## config.mk

```make
export PLATFORM = sky130hd
export DESIGN_NAME = stream_mux2to1_rr
export DESIGN_NICKNAME = d
export VERILOG_FILES = /design/src/rtl/stream_mux2to1_rr.sv
export SDC_FILE = /design/constraint.sdc
export NUM_CORES = 1
export LEC_CHECK = 0
export CAP_MARGIN = 20
export CORE_UTILIZATION = 42
export DETAILED_ROUTE_END_ITERATION = 8
export GPL_TIMING_DRIVEN = 0
export PLACE_DENSITY_LB_ADDON = 0.1
export SETUP_SLACK_MARGIN = 0.3
export SYNTH_ARGS = -nofsm -noshare
export SYNTH_HDL_FRONTEND = slang
export SYNTH_SLANG_ARGS = --single-unit
```

## constraint.sdc

```tcl
create_clock -name clk -period 2.54 [get_ports clk]
set_input_delay 0.762 -clock clk [delete_from_list [all_inputs] [get_ports clk]]
set_output_delay 0.762 -clock clk [all_outputs]
set_load 0.02 [all_outputs]
```

## src/rtl/stream_mux2to1_rr.sv

```systemverilog
// stream_mux2to1_rr: merges two valid/ready streams with burst-limited round-robin arbitration.
// One registered output stage; s carries the source channel of each beat on y.
module stream_mux2to1_rr #(
   parameter int DATA_W    = 8,
   parameter int MAX_BURST = 4
) (
   input  logic              clk,
   input  logic              rst_n,
   input  logic [DATA_W-1:0] d0,
   input  logic              v0,
   output logic              r0,
   input  logic [DATA_W-1:0] d1,
   input  logic              v1,
   output logic              r1,
   output logic [DATA_W-1:0] y,
   output logic              s,
   output logic              yv,
   input  logic              yr
);
   localparam int CW = $clog2(MAX_BURST + 1);

   typedef enum logic [1:0] {IDLE, OWN0, OWN1} state_t;

   state_t        st;
   logic [CW-1:0] cnt;
   logic          en, lim, grant, xfer;

   // rst_n gates only the readies; the flops see it through their async reset
   assign en    = !yv | yr;
   assign lim   = cnt >= CW'(MAX_BURST);
   assign grant = (v0 & v1) ? (st == OWN0 ? lim : st == OWN1 ? !lim : 1'b0) : (v1 & !v0);
   assign r0    = rst_n & en & !grant;
   assign r1    = rst_n & en & grant;
   assign xfer  = grant ? v1 : v0;

   always_ff @(posedge clk or negedge rst_n)
      if (!rst_n) begin
         y   <= '0;
         s   <= 1'b0;
         yv  <= 1'b0;
         st  <= IDLE;
         cnt <= '0;
      end else if (en) begin
         if (xfer) begin
            y  <= grant ? d1 : d0;
            s  <= grant;
            yv <= 1'b1;
            if (st == (grant ? OWN1 : OWN0))
               cnt <= lim ? cnt : cnt + 1'b1;
            else begin
               st  <= grant ? OWN1 : OWN0;
               cnt <= CW'(1);
            end
         end else begin
            yv  <= 1'b0;
            st  <= IDLE;
            cnt <= '0;
         end
      end
endmodule

```

==> insert_results.sql <==
INSERT INTO impl_metrics (metric_group, metric, value, unit) VALUES
('detailed_routing', 'first_pass_iters', '4', ''),
('status', 'outcome', 'finished clean', ''),
('grt', 'antenna_violations_before_repair', '0', ''),
('place', 'gp_congestion', '0.7040', ''),
('critical_path', 'setup.worst_path.class', 'primary input to primary output', ''),
('power_and_ir_drop', 'total_power', '0.0007860', 'W'),
('critical_path', 'critPathArrivalTime', '1.71', 'ns'),
('timing', 'setup_tns', '0', 'ns'),
('critical_path', 'critical-path-slowest-cell', 'sky130_fd_sc_hd__clkdlybuf4s15_1', ''),
('logic_synthesis', 'synth.cell_area', '815.8', 'sq um'),
('logic_synthesis', 'post-synth-top-area-cell', 'sky130_fd_sc_hd__dfrtp_1', ''),
('critical_path', 'worst_path_largest_cell_delay', '0.27', 'ns'),
('critical_path', 'crit_path_start_kind', 'primary input', ''),
('detailed_routing', 'drc_marker_count_from_the_first_detailed_route_iteration', '18', ''),
('grt', 'grt_pass1_vias', '734', ''),
('layout', 'fraction_of_layout_instances_using_a_drive_strength_above_1', '0.1789', ''),
('layout', 'final_cell_area', '1256', 'sq um'),
('critical_path', 'worstRegToRegCells', '6', ''),
('critical_path', 'crit_buf_inv', '4', ''),
('detailed_routing', 'drc', '0', ''),
('floorplanning', 'die_area', '2122', 'sq um'),
('power_and_ir_drop', 'total_switching_power', '0.0002693', 'W'),
('detailed_routing', 'detail_route.wl_per_cell', '13.40', 'um'),
('clock_network', 'hold_bufs_at_cts', '0', ''),
('critical_path', 'timing.critical_path.cells', 'clkdlybuf4s15_1 -> inv_1 -> a31oi_4 -> buf_6 -> and3_4 -> buf_6', ''),
('critical_path', 'cp-end-kind', 'primary output', ''),
('critical_path', 'critical_path.reg2reg.endpoint', 'y[1]', ''),
('critical_path', 'crit_fanout', '6', ''),
('logic_synthesis', 'synth_common_cells', 'sky130_fd_sc_hd__dfrtp_1, sky130_fd_sc_hd__a21oi_1, sky130_fd_sc_hd__nor2_1, sky130_fd_sc_hd__mux2i_1, sky130_fd_sc_hd__inv_1', ''),
('timing', 'minimum_setup_slack_in_the_final_design', '0.06530', 'ns'),
('power_and_ir_drop', 'leakagePower', '0.5371', 'nW'),
('place', 'dp_slack', '-0.8683', 'ns'),
('logic_synthesis', 'syn_area_per_cell', '10.20', 'sq um'),
('power_and_ir_drop', 'sequentialPowerShare', '0.407', ''),
('place', 'placedInstanceArea', '1169', 'sq um'),
('grt', 'grt.overflow.total', '0', ''),
('detailed_routing', 'finalWirelength', '1.983', 'mm'),
('timing', 'max_slew.worst_pin.slew', '0.4779', 'ns'),
('layout', 'area_of_the_multi_input_gates', '415.4', 'sq um'),
('power_and_ir_drop', 'vdd_ir_drop_max', '0.0004093', 'V'),
('clock_network', 'cts_max_level', '1', ''),
('floorplanning', 'die_w', '46.07', 'um'),
('timing', 'maxClockFrequency', '404.1', 'MHz'),
('timing', 'finalHoldViolations', '0', ''),
('logic_synthesis', 'synth_cells', '80', ''),
('clock_network', 'clock_latency_on_the_worst_skew_pair', '0.29', 'ns'),
('logic_synthesis', 'most_used_standard_cell_by_instance_count_after_synthesis', 'sky130_fd_sc_hd__dfrtp_1', ''),
('critical_path', 'regToRegStartpoint', 'cnt[2]', ''),
('floorplanning', 'die_h', '46.07', 'um'),
('min_path', 'worst_hold_path_type', 'primary input to async pin', ''),
('power_and_ir_drop', 'p_int', '0.0005167', 'W'),
('detailed_routing', 'post_detailed_route_via_to_cell_ratio', '5.074', ''),
('timing', 'final.setup_skew', '0.002464', 'ns'),
('layout', 'nFillCells', '152', ''),
('clock_network', 'clk_path_buf_depth', '2', ''),
('detailed_routing', 'dr_total_vias', '751', ''),
('timing', 'finalCriticalPeriod', '2.475', 'ns'),
('timing', 'slew_viol_final', '0', ''),
('logic_synthesis', 'ys_ff_latch', '15', ''),
('timing', 'max_slew_margin', '0.6807', ''),
('critical_path', 'timing.critical_path.depth', '6', ''),
('grt', 'grt_start_max_net_pins', '18', ''),
('critical_path', 'worst_path_most_repeated_cell', 'sky130_fd_sc_hd__buf_6', ''),
('grt', 'grt_use_total', '0.2255', ''),
('critical_path', 'cp_data_required_time', '1.78', 'ns'),
('clock_network', 'cts_sinks', '15', ''),
('clock_network', 'tritoncts', 'yes', ''),
('floorplanning', 'pin_count', '33', ''),
('power_and_ir_drop', 'power_density_relative_to_cell_area', '625.7', 'nW/um^2'),
('timing', 'report.final.setup_viol', '0', ''),
('critical_path', 'timing.reg2reg.setup_slack', '0.81', 'ns');
[flip-flops by register name, indices dropped and copies added, names as in the netlist]
name  cells
s         1
y         8
cnt       3
yv        1
st        2
[through the flow]
| step | utilization | hold WS (ns) |
|---|---|---|
| after CTS | 0.7128 | 0.4743 |
| final | 0.7121 | 0.4740 |
| after global routing | 0.7121 | 0.4866 |
| after detailed placement | 0.6624 | 0.5167 |
| after floorplan | - | 0.4664 |
| after global placement | 0.6624 | 0.5098 |
[logic make-up (layout without fill, tap and decap cells)]
family,count (synthesis),in the layout,synth area share
flip-flops,15,15,0.4601
AND/OR/NAND/NOR,28,28,0.1887
adder cells (fa/ha/maj),2,2,0.03067
buffers and inverters,6,49,0.04600
multiplexers,11,11,0.1380
AO/OA/AOI/OAI,18,18,0.1365
[routing by layer]
metal  vias up  part of all wire  global-route usage
met2        25              0.48              0.3718
met5         -                 0                   0
met1       357              0.45              0.2850
met3         4             0.045             0.03922
met4         0             0.023              0.1059
li1        365                 -                   -
[worst max path at each step]
stage / start / slack, ns / to
3_3_place_gp: rst_n / -0.88 / r1
4_1_cts: cnt[2] / 0.06 / r1
2_1_floorplan: cnt[2] / 0.31 / r1
6_report: v1 / 0.07 / r1
3_5_place_dp: rst_n / -0.87 / r1
5_1_grt: cnt[2] / 0.005 / r1
[power groups by stage]
stage / logic [W] / clock network [W] / registers, W
6_report: 0.000323 / 0.000143 / 0.000320
5_1_grt: 0.000353 / 0.000158 / 0.000325
4_1_cts: 0.000322 / 0.000151 / 0.000318
3_5_place_dp: 0.000284 / 0 / 0.000331
3_3_place_gp: 0.000276 / 0 / 0.000328
2_1_floorplan: 0.000137 / 0 / 0.000353
[layout by cell type, fill, tap and decap left out, drive strengths merged]
master         instances
clkdlybuf4s50         26
dfrtp                 15
nor2                  13
a21oi                 12
buf                   11
mux2i                  9
inv                    4
clkbuf                 4
nand3b                 3
nand2                  3
o21ai                  3
and2                   2
nor4b                  2
ha                     2
dlygate4sd2            2
mux2                   2
or3b                   1
a31oi                  1
nand2b                 1
and3                   1
nor2b                  1
o22ai                  1
nand4b                 1
a2111oi                1
clkdlybuf4s18          1
clkdlybuf4s15          1
[final cells by class]
type / count / share of cell area
repair buffers: 39 / 0.2938
clock buffers: 4 / 0.02092
multi-input cells: 59 / 0.3307
flip-flops and latches: 15 / 0.2998
plain buffers: 2 / 0.01793
well taps: 25 / 0.02490
inverters: 4 / 0.01195
[timing repair]
action | 4_1_cts | 5_1_grt
buffers inserted | 7 | 0
cloned | 0 | 0
pin swaps | 3 | 0
gates resized for setup | 22 | 1
endpoints found under the setup margin | 2 | 2
Note: power is estimated with default switching activity, not from simulation.
